### src/rtl/vga_pkg.sv
// Shared VGA/game constants and types.
// Holds the default card-grid geometry and the chosen-person FSM state type.
package vga_pkg;

  localparam int PG_ROWS   = 3;
  localparam int PG_COLS   = 3;
  localparam int PG_X0     = 64;
  localparam int PG_Y0     = 48;
  localparam int PG_CELL_W = 160;
  localparam int PG_CELL_H = 144;
  localparam int PG_GAP_X  = 32;
  localparam int PG_GAP_Y  = 32;

  typedef enum logic [0:0] {
    CHOOSE,
    PLAY
  } pg_state_t;

endpackage

### src/rtl/person_grid_hit.sv
// Combinational hit test of a pixel position against the ROWS x COLS card grid.
// Returns card ID row*COLS+col+1, or 0 when the point lies in a gap or off the grid.
module person_grid_hit
  import vga_pkg::*;
#(
  parameter int ROWS   = PG_ROWS,
  parameter int COLS   = PG_COLS,
  parameter int ID_W   = 4,
  parameter int X0     = PG_X0,
  parameter int Y0     = PG_Y0,
  parameter int CELL_W = PG_CELL_W,
  parameter int CELL_H = PG_CELL_H,
  parameter int GAP_X  = PG_GAP_X,
  parameter int GAP_Y  = PG_GAP_Y
) (
  input  logic [11:0]     xpos,
  input  logic [11:0]     ypos,
  output logic [ID_W-1:0] id
);

  logic [12:0]     x13;
  logic [12:0]     y13;
  logic            col_ok;
  logic            row_ok;
  logic [ID_W-1:0] col_idx;
  logic [ID_W-1:0] row_idx;

  assign x13 = {1'b0, xpos};
  assign y13 = {1'b0, ypos};

  // Scan from the far end so the lowest index wins if two cells ever share an edge pixel.
  always_comb begin
    col_ok  = 1'b0;
    col_idx = '0;
    for (int c = COLS - 1; c >= 0; c--) begin
      if (x13 >= 13'(X0 + c * (CELL_W + GAP_X)) &&
          x13 <= 13'(X0 + c * (CELL_W + GAP_X) + CELL_W)) begin
        col_ok  = 1'b1;
        col_idx = ID_W'(c);
      end
    end
  end

  always_comb begin
    row_ok  = 1'b0;
    row_idx = '0;
    for (int r = ROWS - 1; r >= 0; r--) begin
      if (y13 >= 13'(Y0 + r * (CELL_H + GAP_Y)) &&
          y13 <= 13'(Y0 + r * (CELL_H + GAP_Y) + CELL_H)) begin
        row_ok  = 1'b1;
        row_idx = ID_W'(r);
      end
    end
  end

  assign id = (col_ok && row_ok) ? ID_W'(row_idx * ID_W'(COLS) + col_idx + ID_W'(1)) : '0;

endmodule

### src/rtl/person_grid_select.sv
// Guess-Who card selector: registers the hovered card and click edges, then runs the
// choose/confirm/eliminate game FSM one cycle later.
module person_grid_select
  import vga_pkg::*;
#(
  parameter int ROWS   = PG_ROWS,
  parameter int COLS   = PG_COLS,
  parameter int ID_W   = 4,
  parameter int X0     = PG_X0,
  parameter int Y0     = PG_Y0,
  parameter int CELL_W = PG_CELL_W,
  parameter int CELL_H = PG_CELL_H,
  parameter int GAP_X  = PG_GAP_X,
  parameter int GAP_Y  = PG_GAP_Y
) (
  input  logic                 clk,
  input  logic                 rst_n,
  input  logic [11:0]          xpos,
  input  logic [11:0]          ypos,
  input  logic                 mouse_right,
  input  logic                 mouse_left,
  input  logic                 new_game,
  output logic [ID_W-1:0]      hover_id,
  output logic [ID_W-1:0]      your_person,
  output logic                 locked,
  output logic [ROWS*COLS-1:0] elim_mask,
  output logic [ID_W-1:0]      remaining,
  output logic                 sel_event
);

  localparam int N = ROWS * COLS;

  logic [ID_W-1:0] hit_id;
  logic            rclk_q;
  logic            lclk_q;
  logic            r_prev;
  logic            l_prev;

  pg_state_t       state;
  pg_state_t       nxt_state;
  logic [ID_W-1:0] nxt_person;
  logic            nxt_locked;
  logic [N-1:0]    nxt_mask;
  logic [ID_W-1:0] nxt_remaining;
  logic            nxt_sel;
  logic [N-1:0]    hover_bit;

  person_grid_hit #(
    .ROWS(ROWS), .COLS(COLS), .ID_W(ID_W), .X0(X0), .Y0(Y0),
    .CELL_W(CELL_W), .CELL_H(CELL_H), .GAP_X(GAP_X), .GAP_Y(GAP_Y)
  ) u_hit (
    .xpos(xpos),
    .ypos(ypos),
    .id  (hit_id)
  );

  // Button history survives new_game so a button held across a restart still yields one click.
  always_ff @(posedge clk or negedge rst_n) begin
    if (!rst_n) begin
      hover_id <= '0;
      rclk_q   <= 1'b0;
      lclk_q   <= 1'b0;
      r_prev   <= 1'b0;
      l_prev   <= 1'b0;
    end else begin
      hover_id <= hit_id;
      rclk_q   <= mouse_right & ~r_prev;
      lclk_q   <= mouse_left & ~l_prev;
      r_prev   <= mouse_right;
      l_prev   <= mouse_left;
    end
  end

  assign hover_bit = (hover_id != '0) ? (N'(1) << (hover_id - ID_W'(1))) : '0;

  always_comb begin
    nxt_state     = state;
    nxt_person    = your_person;
    nxt_locked    = locked;
    nxt_mask      = elim_mask;
    nxt_remaining = remaining;
    nxt_sel       = 1'b0;
    if (new_game) begin
      nxt_state     = CHOOSE;
      nxt_person    = '0;
      nxt_locked    = 1'b0;
      nxt_mask      = '0;
      nxt_remaining = ID_W'(N);
    end else begin
      case (state)
        CHOOSE: begin
          if (lclk_q) begin
            if (hover_id != '0 && hover_id == your_person) begin
              nxt_state  = PLAY;
              nxt_locked = 1'b1;
            end
          end else if (rclk_q && hover_id != '0) begin
            nxt_person = hover_id;
            nxt_sel    = (hover_id != your_person);
          end
        end
        PLAY: begin
          if (lclk_q && hover_id != '0 && hover_id != your_person) begin
            nxt_mask = elim_mask ^ hover_bit;
            nxt_sel  = 1'b1;
            if ((elim_mask & hover_bit) != '0) begin
              nxt_remaining = remaining + ID_W'(1);
            end else begin
              nxt_remaining = remaining - ID_W'(1);
            end
          end
        end
        default: nxt_state = CHOOSE;
      endcase
    end
  end

  always_ff @(posedge clk or negedge rst_n) begin
    if (!rst_n) begin
      state       <= CHOOSE;
      your_person <= '0;
      locked      <= 1'b0;
      elim_mask   <= '0;
      remaining   <= ID_W'(N);
      sel_event   <= 1'b0;
    end else begin
      state       <= nxt_state;
      your_person <= nxt_person;
      locked      <= nxt_locked;
      elim_mask   <= nxt_mask;
      remaining   <= nxt_remaining;
      sel_event   <= nxt_sel;
    end
  end

endmodule
### config.mk
export PLATFORM = sky130hd
export DESIGN_NAME = person_grid_select
export DESIGN_NICKNAME = d
export VERILOG_FILES = /design/src/rtl/vga_pkg.sv /design/src/rtl/person_grid_hit.sv /design/src/rtl/person_grid_select.sv
export SDC_FILE = /design/constraint.sdc
export NUM_CORES = 1
export LEC_CHECK = 0
export CORE_UTILIZATION = 30
export CTS_BUF_LIST = sky130_fd_sc_hd__clkbuf_8
export DETAILED_ROUTE_END_ITERATION = 10
export PLACE_DENSITY_LB_ADDON = 0.15
export SLEW_MARGIN = 20
export SYNTH_ARGS = -nofsm -noshare
export SYNTH_HDL_FRONTEND = slang
export SYNTH_HIERARCHICAL = 1
export SYNTH_SLANG_ARGS = --single-unit
### constraint.sdc
create_clock -name clk -period 2.8 [get_ports clk]
set_clock_uncertainty 0.1 [all_clocks]
set_input_delay 0.42 -clock clk [delete_from_list [all_inputs] [get_ports clk]]
set_output_delay 0.42 -clock clk [all_outputs]
set_load 0.05 [all_outputs]
### Word level (Yosys, flattened, before mapping)

Cells that the tools add are included.

| cells by class | value |
|---|---|
| $add $sub $neg | 5 |
| $mul | 1 |
| order comparisons | 12 |
| equality and inequality tests | 4 |
| shifts and indexed selects | 1 |
| muxes and demuxes | 38 |
| bitwise logic cells | 7 |
| reductions and logical operators | 21 |

Operators with widths:

| kind | count |
|---|---|
| $ge A12 B9 Y1 const B | 3 |
| $mux W4 | 9 |
| $mux W9 | 4 |
| $le A12 B10 Y1 const B | 2 |
| $le A12 B8 Y1 const B | 2 |
| $le A12 B9 Y1 const B | 2 |
| $mux W1 | 18 |
| $ge A12 B6 Y1 const B | 1 |
| $ge A12 B7 Y1 const B | 1 |
| $ge A12 B8 Y1 const B | 1 |
| $mux W2 | 6 |
| $logic_and A1 B1 Y1 | 11 |
| $reduce_bool A2 Y1 | 5 |
| $and A9 B9 Y9 | 1 |
| $reduce_bool A9 Y1 | 1 |
| $shl A1 B4 Y9 const A | 1 |
| $xor A9 B9 Y9 | 1 |
| $add A4 B1 Y4 const B | 2 |
| $sub A4 B1 Y4 const B | 2 |
| $reduce_and A3 Y1 | 2 |
| $add A4 B2 Y4 | 1 |
| $eq A4 B4 Y1 | 1 |
| $mul A2 B2 Y4 const B | 1 |
| $ne A2 B2 Y1 const B | 2 |
| other kinds (6) | 9 |

| storage, ports and cells | value |
|---|---|
| register bits | 28 |
| input bits | 29 |
| output and inout port bits | 23 |
| word-level logic and storage cells | 100 |

### Logic depth before layout (Yosys ltp)

Gate-level depths: netlist of run 1.

| logic depth | value |
|---|---|
| word-level depth | 9 |
| mapped depth | 12 |
| mapped depth without buffers | 11 |

### By module

Netlist of run 1, hierarchy kept.

By module, submodules not included:

| module | instances | cells an instance | area an instance (µm²) | seq. area each (µm²) |
|---|---|---|---|---|
| person_grid_select | 1 | 145 | 1467.7 | 703.2 |
| person_grid_hit | 1 | 58 | 440.4 | 0.0 |

### Worst setup path before layout of run 1

No wires, ideal clock.

| timing | value |
|---|---|
| path type | reg2reg |
| start | register hover_id[3] |
| end | register remaining[3] |
| library setup time | 90 ps |
| arrival | 2858 ps |
| data required time | 2610 ps |
| slack | -248 ps |
| cell stages (with the launch flop) | 13 |
| path buffers | 1 |
| cell sequence | dfrtp_1 > buf_2 > nand2b_1 > nor2_1 > ha_1 > nor4_1 > nand3_1 > inv_1 > ha_1 > a21oi_1 > a21boi_0 > and4_4 > nor4_2 |

| on the way | value |
|---|---|
| word-level cells in the longest chain between the ends | 9 |
| elaborated cells between the ends (all ways) | 15 |
| those cells by class | add/sub (1); eq/ne (1); shift (1); mux (5); bitwise (1); reduce/logical (6) |

RTL lines:

| item | line | RTL |
|---|---|---|
| start: declaration | person_grid_select.sv:23 | `output logic [ID_W-1:0] hover_id,` |
| start signal: assignment | person_grid_select.sv:66 | `hover_id <= hit_id;` |
| $sub A4 B1 Y4 | person_grid_select.sv:74 | `assign hover_bit = (hover_id != '0) ? (N'(1) << (hover_id - ID_W'(1))) : '0;` |
| $shl A1 B4 Y9 | person_grid_select.sv:74 |  |
| $mux W9 | person_grid_select.sv:74 |  |
| $and A9 B9 Y9 | person_grid_select.sv:106 | `if ((elim_mask & hover_bit) != '0) begin` |
| $reduce_bool A9 Y1 | person_grid_select.sv:106 |  |
| $mux W4 | person_grid_select.sv:106 |  |
| $mux W4 | person_grid_select.sv:103 | `if (lclk_q && hover_id != '0 && hover_id != your_person) begin` |
| $mux W4 | person_grid_select.sv:90 | `case (state)` |
| $mux W4 | person_grid_select.sv:83 | `if (new_game) begin` |
| end signal: assignment | person_grid_select.sv:124 | `remaining <= ID_W'(N);` |
| end signal: assignment | person_grid_select.sv:131 | `remaining <= nxt_remaining;` |
| end: declaration | person_grid_select.sv:27 | `output logic [ID_W-1:0] remaining,` |

Parallel ways exist; a longest one is shown, timed or not. The select of a mux whose other input is x is not followed.
A chain may end at the register's enable or synchronous reset.

### Final worst setup path of run 1

| timing | value |
|---|---|
| start | input xpos[4] |
| end | register hover_id[1] |

| on the way | value |
|---|---|
| word-level cells in the longest chain between the ends | 8 |
| elaborated cells between the ends (all ways) | 19 |
| those cells by class | add/sub (2); order compare (6); mux (7); reduce/logical (4) |

RTL lines:

| item | line | RTL |
|---|---|---|
| start: declaration | person_grid_select.sv:18 | `input logic [11:0] xpos,` |
| $ge A12 B9 Y1 / $le A12 B10 Y1 (equally long branches) | person_grid_hit.sv:36, person_grid_hit.sv:37 |  |
| $logic_and A1 B1 Y1 | person_grid_hit.sv:36 | `if (x13 >= 13'(X0 + c * (CELL_W + GAP_X)) &&` |
| $mux W2 (3 in series) | person_grid_hit.sv:36 |  |
| $add A4 B2 Y4 | person_grid_hit.sv:56 | `assign id = (col_ok && row_ok) ? ID_W'(row_idx * ID_W'(COLS) + col_idx + ID_W'(1)) : '0;` |
| $add A4 B1 Y4 | person_grid_hit.sv:56 |  |
| $mux W4 * | person_grid_hit.sv:56 |  |
| named net hit_id[1] | person_grid_select.sv:33 | `logic [ID_W-1:0] hit_id;` |

The timed path passes the listed nets; every way through them passes the cells marked *.

==> results of run 1 <==
cells by family after synthesis:
kind of cell | synth area share (%)
xor gates and xnor gates | 2.754
and+or+nand+nor | 23.74
DFF | 36.85
adders and majority gates | 12.33
AOI/OAI and AO/OA | 19.74
buffers and inverters | 4.065
muxes | 0.5246
synthesized netlist by cell type (5+ instances only):
cell type	count	area [sq um]
nand2_1	6	22.52
o21ai_1	11	55.05
nand3_1	17	85.08
nor2b_1	5	31.28
clkbuf_1	6	22.52
dfrtp_1	26	650.6
nor3_1	10	50.05
a21oi_1	16	80.08
nor2_1	12	45.04
ha_1	14	175.2
buf_2	5	25.02
inv_1	8	30.03
cell usage in the layout, fill, tap and decap left out, drive strengths merged, types with 3 or more instances in the layout:
cell type,count
clkdlybuf4s50,39
dlymetal6s2s,8
nand2b,4
nor2b,5
inv,8
nand3,17
a22o,4
clkbuf,3
fa,3
nor2,13
nand2,6
dfrtp,26
ha,14
nor3,10
a31oi,3
o21ai,11
a21oi,16
and3,4
xor2,4
buf,35
nor4,6
nand4b,3
sequential cells by signal, indices dropped and copies added (netlist names):
register,count
elim_mask,9
hover_id,4
l_prev,1
lclk_q,1
locked,1
r_prev,1
rclk_q,1
remaining,4
sel_event,1
state,1
your_person,4
power by group through the flow:
stage / clock [mW] / combinational (mW) / sequential, mW
floorplan: 0 / 0.0428 / 0.432
global placement: 0 / 0.144 / 0.423
detailed placement: 0 / 0.145 / 0.424
CTS: 0.334 / 0.145 / 0.416
global route: 0.344 / 0.164 / 0.417
finish: 0.323 / 0.151 / 0.415
how the worst max path moves through the flow:
stage	endpoint	from	slack, ns
after floorplan	hover_id[1]	xpos[1]	-0.06
after global placement	hover_id[3]	xpos[1]	-0.54
after detailed placement	hover_id[3]	xpos[1]	-0.57
after CTS	hover_id[1]	xpos[4]	-0.001
after global routing	remaining[3]	hover_id[2]	-0.08
final	hover_id[1]	xpos[4]	0.06
metrics by stage:
stage	TNS [ns]	hold WS, ns	util (%)	cells
finish	0	0.3108	48.09	354
global route	-0.07946	0.3415	48.09	354
CTS	-0.001104	0.3166	46.28	353
detailed placement	-1.656	0.2983	44.95	349
global placement	-1.557	0.2820	44.95	349
floorplan	-0.1768	0.02441	-	203
layer usage:
metal / track usage [%] / vias up / wire (microns)
met2: 25.12 / 32 / 2485
li1: - / 906 / -
met4: 4.211 / 0 / 34
met3: 2.667 / 2 / 174
met1: 19.86 / 880 / 2241
met5: 0 / - / 0
timing repair:
action | CTS | global route
hold buffers | 0 | 0
buffers inserted | 0 | 1
pin swaps | 8 | 10
gates resized for setup | 14 | 20
setup endpoints to repair | 3 | 4
worst reg2reg max path, stage by stage (launching register included):
cell,delay [ns]
dfrtp_2,0.46
nand2b_1,0.18
nor3_1,0.26
ha_1,0.25
nor4_2,0.06
nand3_1,0.10
inv_1,0.08
ha_1,0.34
a21oi_2,0.19
a21boi_0,0.11
and4_4,0.20
nor4_2,0.30
area by class of cell:
| class | count | area share, % |
|---|---|---|
| multi-input cells | 156 | 42.53 |
| flip-flops and latches | 28 | 24.44 |
| clock buffers | 3 | 1.425 |
| well taps | 75 | 3.238 |
| repair buffers | 83 | 26.30 |
| inverters | 8 | 1.036 |
| clock inverters | 1 | 1.036 |
==> reports/metrics.csv, run 1 <==
metric,value,unit
outcome,"finished, final reports clean",
grt_max_degree,29,
grt_pass1_vias,1670,
drive_gt1_share,24.01,%
dpl.hpwl,3622,microns
path_cells,buf_6 -> or4_4 -> or2_4 -> a31oi_4 -> a32o_1 -> nand2_1 -> fa_1 -> inv_2 -> fa_2 -> and3_1,
synth_edf_count,0,
die_h,81.75,microns
grt_pass1_wl,7803,microns
powerDensity,306.6,nW/um^2
synth.distinct_cells,50,
path_buf_inv,2,
synthCells,203,
rr_worst_depth,11,
cp.arrival,2.86,ns
die_x,81.75,microns
grt_usage,15.08,%
fin_crit,2.743,ns
endpoint_kind,register,
drt_iter0_markers,63,
clock_sinks,28,
route.detailed.drc,0,
die_area,6683,sq um
gp_congestion,0.7604,
crit_slowest_cell,or4_4,
multi_input_area,1232,sq um
cts_buffers,3,
hold_depth,1,
htreeDepth,1,
worstHoldStart,l_prev,
crit_required,2.92,ns
fin_ws,0.05749,ns
start_util,31.67,%
drtPass1Iterations,4,
internal-power,0.6814,mW
cp_top_family,adder cells,
nNetsFinal,326,
p_sw,0.2070,mW
clk_latency,0.27,ns
synthArstFlopShare,100.0,%
ant_nets,0,
antenna_found_initial,0,
avgSynthCellArea,9.399,sq um
hold_class,reg -> reg,
syn-cell-area,1908,sq um
ir_worst_vdd,0.0001779,V
wl_per_cell,13.94,microns
critPathKind,in -> reg,
r2r-start,hover_id[2],
regArea,708.2,sq um
cp_slowest_stage_delay,0.53,ns
finalPower,0.8885,mW
critPathMaxFanout,2,
worst-path-stages,10,
area_growth,51.87,%
gr-total-overflow,0,
relSlewSlack,58.06,%
io_buffers,51,
synth_ff_type,dfrtp_1,
wirelength,4934,microns
reg2reg_to,remaining[3],
pwr-share-clk,36.3,%
core.rowCount,28,
pin_count,52,
dpl_worst_slack,-0.5694,ns
cts_root_buf,clkbuf_8,
setup_viol,0,
synth_nets,249,
hold_viol_final,0,
p_sw_share,23.30,%
place_area,2709,sq um
clockBufferDepth,2,
drv_cap,0,
cts_tree,built,
seqPwrFrac,46.7,%
viasPerCell,5.141,
fillers,613,
drv_slew,0,
worstHoldEndpoint,lclk_q,
regToRegSetupSlack,0.08,ns
p_leak,1.326,nW
cts.clk_slew.worst_paths,0.10,ns
fin_area,2898,sq um
ys_seq_area_share,36.85,%
core,6026,sq um
start_kind,input pin,
fin_crit_sh,97.95,%
fmax,0.3646,GHz
dr_total_vias,1820,
ys.warnings.count,6,
ys_ff_latch,28,
p_comb_share,16.9,%
worstMarginPinSlew,0.6291,ns
num_antenna_cells,0,
Power figures use the tool's default switching activity.
==> inputs of run 2 (changes only) <==
- RECOVER_POWER: unset -> 25
==> reports/metrics.csv, run 2 (synthesized netlist as in run 1, its figures left out) <==
metric,value,unit
cts_tree,built,
drv_slew,29,
place_area,2709,sq um
hold_class,reg -> reg,
fmax,0.3647,GHz
critPathMaxFanout,2,
cts_root_buf,clkbuf_8,
die_h,81.75,microns
dpl_worst_slack,-0.5694,ns
largest_register,elim_mask,
finalPower,0.8873,mW
largest_reg_flops,9,
final_cell_mix,"36 x clkdlybuf4s50_1, 31 x buf_4, 22 x dfrtp_1",
ant_nets,0,
cts_buffers,3,
area_growth,51.67,%
pin_count,52,
powerDensity,306.6,nW/um^2
core,6026,sq um
die_area,6683,sq um
fin_crit_sh,97.93,%
ctsHoldBuffers,0,
fin_crit,2.742,ns
fin_area,2894,sq um
outcome,finished with violations,
clock_sinks,28,
grt_pass1_wl,7803,microns
fin_ws,0.05787,ns
grt_usage,15.08,%
gr-total-overflow,0,
dpl.hpwl,3622,microns
route.detailed.drc,0,
io_buffers,51,
start_kind,input pin,
wl_per_cell,13.91,microns
drtPass1Iterations,4,
die_x,81.75,microns
cts.clk_slew.worst_paths,0.10,ns
drv_cap,1,
dr_total_vias,1815,
clk_latency,0.27,ns
p_leak,1.323,nW
clockBufferDepth,2,
cp.arrival,2.86,ns
final_common_cell,clkdlybuf4s50_1,
hold_viol_final,0,
setup_viol,0,
ir_worst_vdd,0.0001779,V
violations,"max-capacitance violations, max-slew violations",
htreeDepth,1,
gp_congestion,0.7604,
antenna_found_initial,0,
crit_required,2.92,ns
num_antenna_cells,0,
drt_iter0_markers,57,
wirelength,4924,microns
endpoint_kind,register,
relSlewSlack,-2.860,%
grt_max_degree,29,
critPathKind,in -> reg,
start_util,31.67,%
worstMarginPinSlew,1.543,ns
drive_gt1_share,23.66,%
nNetsFinal,326,
core.rowCount,28,
grt_pass1_vias,1670,
viasPerCell,5.127,
==> run 2: cell type report <==
cell class	instances	area, sq um
multi-input combinational	156	1232
clock inverter	1	30.03
inverter	8	30.03
clock buffer	3	41.29
sequential	28	708.2
tap	75	93.84
fill	615	3132
timing repair buffer	83	758.2
==> run 2: critical path, cell delays in order <==
cell     delay, ns
buf_6         0.09
or4_4         0.53
or2_4         0.26
a31oi_4       0.16
a32o_1        0.14
nand2_1       0.06
fa_1          0.49
inv_2         0.06
fa_2          0.51
and3_1        0.14
==> run 2: final timing paths <==
kind	start	end	slack [ns]	cells past startpoint
max	xpos[4]	hover_id[1]	0.06	10
min	l_prev	lclk_q	0.31	1
max reg2reg	hover_id[2]	remaining[3]	0.08	11
min reg2reg	l_prev	lclk_q	0.31	1
max in group asynchronous	rst_n	hover_id[1]	0.65	2
min in group asynchronous	rst_n	elim_mask[7]	0.94	2
==> run 2: per-stage QoR <==
stage	cells	hold WS [ns]	utilization [%]	TNS [ns]
5_1_grt	354	0.3415	48.03	-0.07946
3_5_place_dp	349	0.2983	44.95	-1.656
3_3_place_gp	349	0.2820	44.95	-1.557
2_1_floorplan	203	0.02441	-	-0.1768
4_1_cts	353	0.3166	46.28	-0.001104
6_report	354	0.3114	48.03	0
==> run 2: repair_timing <==
item,4_1_cts,5_1_grt
setup buffers,0,1
gates cloned,0,0
endpoints found under the setup margin,3,4
pin swaps,8,10
resized for setup,14,20
==> run 2: routing by layer <==
metal,GRT usage [%],vias up,share of wire [%]
met1,19.86,877,46
met4,4.211,0,0.69
li1,-,906,-
met2,25.12,30,50
met3,2.667,2,3.5
met5,0,-,0
==> run 2: report_power, final <==
part	leakage, nW	internal, mW	switching (mW)
clock	0.0357	0.191	0.132
sequential	0.371	0.412	0.00370
combinational	0.917	0.0769	0.0721
total	1.32	0.680	0.207
==> inputs of run 3 (changes only) <==
- ABC_AREA: unset -> 1
- CORE_MARGIN: unset -> 5
- REMOVE_ABC_BUFFERS: unset -> 1
==> reports/metrics.csv, run 3 <==
metric,value,unit
crit_required,2.88,ns
synthTopCellsByArea,"dfrtp_1 33%, nand2_1 14%, ha_1 8.8%",
final_cell_mix,"72 x nand2_1, 48 x clkdlybuf4s50_1, 43 x nor2_1",
grt_usage,11.30,%
regArea,703.2,sq um
cp_slowest_stage_delay,0.55,ns
drv_cap,1,
synth.distinct_cells,31,
num_antenna_cells,0,
die_area,8392,sq um
yosysTopAreaCell,dfrtp_1,
synth.top_cell.area_share,32.56,%
start_kind,input pin,
critPathMaxFanout,6,
drt_iter0_markers,50,
fmax,0.3936,GHz
synthCells,278,
path_cells,clkdlybuf4s50_1 -> nor2_1 -> nand2_1 -> nor2_1 -> a21oi_2 -> fa_1 -> inv_1 -> fa_1 -> xnor2_1 -> nor2_1,
hold_class,reg -> reg,
largest_register,elim_mask,
cts.clk_slew.worst_paths,0.10,ns
multi_input_area,1107,sq um
fin_crit_sh,90.73,%
dpl.hpwl,3628,microns
endpoint_kind,register,
hold_viol_final,0,
ys_top_cells_by_count,"72 x nand2_1, 43 x nor2_1, 39 x inv_1",
core.rowCount,29,
ys_seq_area_share,35.19,%
synthArstFlopShare,100.0,%
r2r-start,hover_id[2],
fin_area,2665,sq um
ctsHoldBuffers,0,
die_x,91.61,microns
largest_reg_flops,9,
regToRegSetupSlack,0.30,ns
synth_edf_count,0,
synth.most_common_cell,nand2_1,
gr-total-overflow,0,
gp_congestion,0.8013,
final_common_cell,nand2_1,
crit_slowest_cell,fa_1,
reg2reg_to,remaining[3],
rsz0062_at_grt,false,
outcome,finished with violations,
area_growth,33.38,%
route.detailed.drc,0,
grt_pass1_vias,1747,
postLayoutCoreUtil,41.50,%
drive_gt1_share,9.524,%
worstMarginPinSlew,1.512,ns
violations,"max-capacitance violations, max-slew violations",
relSlewSlack,-0.7896,%
antenna_found_initial,0,
crit_path_frequent_cell,nor2_1,
postCtsSetupRepairBufs,0,
critPathKind,in -> reg,
fillers,664,
wirelength,4511,microns
viasPerCell,4.446,
avgSynthCellArea,7.188,sq um
cp.arrival,2.62,ns
finalPower,0.7539,mW
wl_per_cell,10.92,microns
ys.warnings.count,6,
nNetsFinal,383,
io_buffers,51,
grt_max_degree,29,
place_area,2624,sq um
htreeDepth,1,
ys_ff_latch,28,
dr_total_vias,1836,
worstHoldStart,l_prev,
start_util,31.11,%
rr_worst_depth,15,
p_leak,1.454,nW
grt_pass1_wl,7935,microns
clock_sinks,28,
cts_root_buf,clkbuf_8,
powerDensity,282.9,nW/um^2
fin_crit,2.541,ns
synth_ff_type,dfrtp_1,
ant_nets,0,
worstHoldEndpoint,lclk_q,
clk_latency,0.28,ns
setup_viol,0,
die_h,91.61,microns
hold_depth,1,
core,6422,sq um
cts_buffers,3,
clockBufferDepth,2,
drv_slew,29,
pin_count,52,
syn-cell-area,1998,sq um
cts_resized,0,
cts_tree,built,
drtPass1Iterations,4,
ir_worst_vdd,0.0001252,V
[run 3: power by group]
group          total [mW]  leakage [nW]  internal [mW]  switching [mW]
registers           0.411         0.377          0.408         0.00263
clock network       0.224        0.0269         0.0985           0.126
logic               0.119          1.05         0.0577          0.0611
[run 3: kinds of logic after synthesis]
logic type                 after synthesis  share of synthesized area [%]
and+or+nand+nor                        165                          36.82
buffers and inverters                   46                          9.392
adders and majority gates               17                          11.77
AOI/OAI and AO/OA                       18                          5.072
DFF                                     28                          35.19
xor gates and xnor gates                 4                          1.754
[run 3: per-layer routing]
layer	GRT usage, %	wire [microns]	vias up
li1	-	-	984
met1	14.26	2008	801
met2	18.99	2145	47
met3	2.864	309	4
met4	3.392	46	0
met5	0	0	-
[run 3: per-stage QoR]
stage,hold WS (ns),setup TNS [ns],std cells,setup WS (ns)
final,0.2972,0,413,0.2595
after global routing,0.3175,0,413,0.04581
after CTS,0.3038,0,413,0.2514
after detailed placement,0.2903,-0.1234,409,-0.05244
after global placement,0.2809,-0.009383,409,-0.009383
after floorplan,0.02441,0,275,0.2867
[run 3: final cells by class]
cell class                 instances  share of cell area [%]
tap                               77                   3.615
multi-input combinational        204                   41.55
clock buffer                       3                   1.549
sequential                        28                   26.38
clock inverter                     1                  0.1408
timing repair buffer              57                   20.70
inverter                          43                   6.056
[run 3: worst max-delay path, delay by kind of cell]
kind / cells / cell delay [ns]
compound gates: 1 / 0.10
xor+xnor: 1 / 0.14
fa+ha+maj: 2 / 0.98
buf+inv: 2 / 0.56
simple gates: 4 / 0.42
[run 3: worst max path at each step]
stage | start | end | slack [ns] | depth (start not counted)
after floorplan | hover_id[3] | remaining[3] | 0.29 | 15
after global placement | ypos[7] | hover_id[2] | -0.009 | 10
after detailed placement | ypos[7] | hover_id[2] | -0.05 | 10
after CTS | ypos[7] | hover_id[2] | 0.25 | 10
after global routing | hover_id[2] | remaining[3] | 0.05 | 15
final | ypos[7] | hover_id[2] | 0.26 | 10
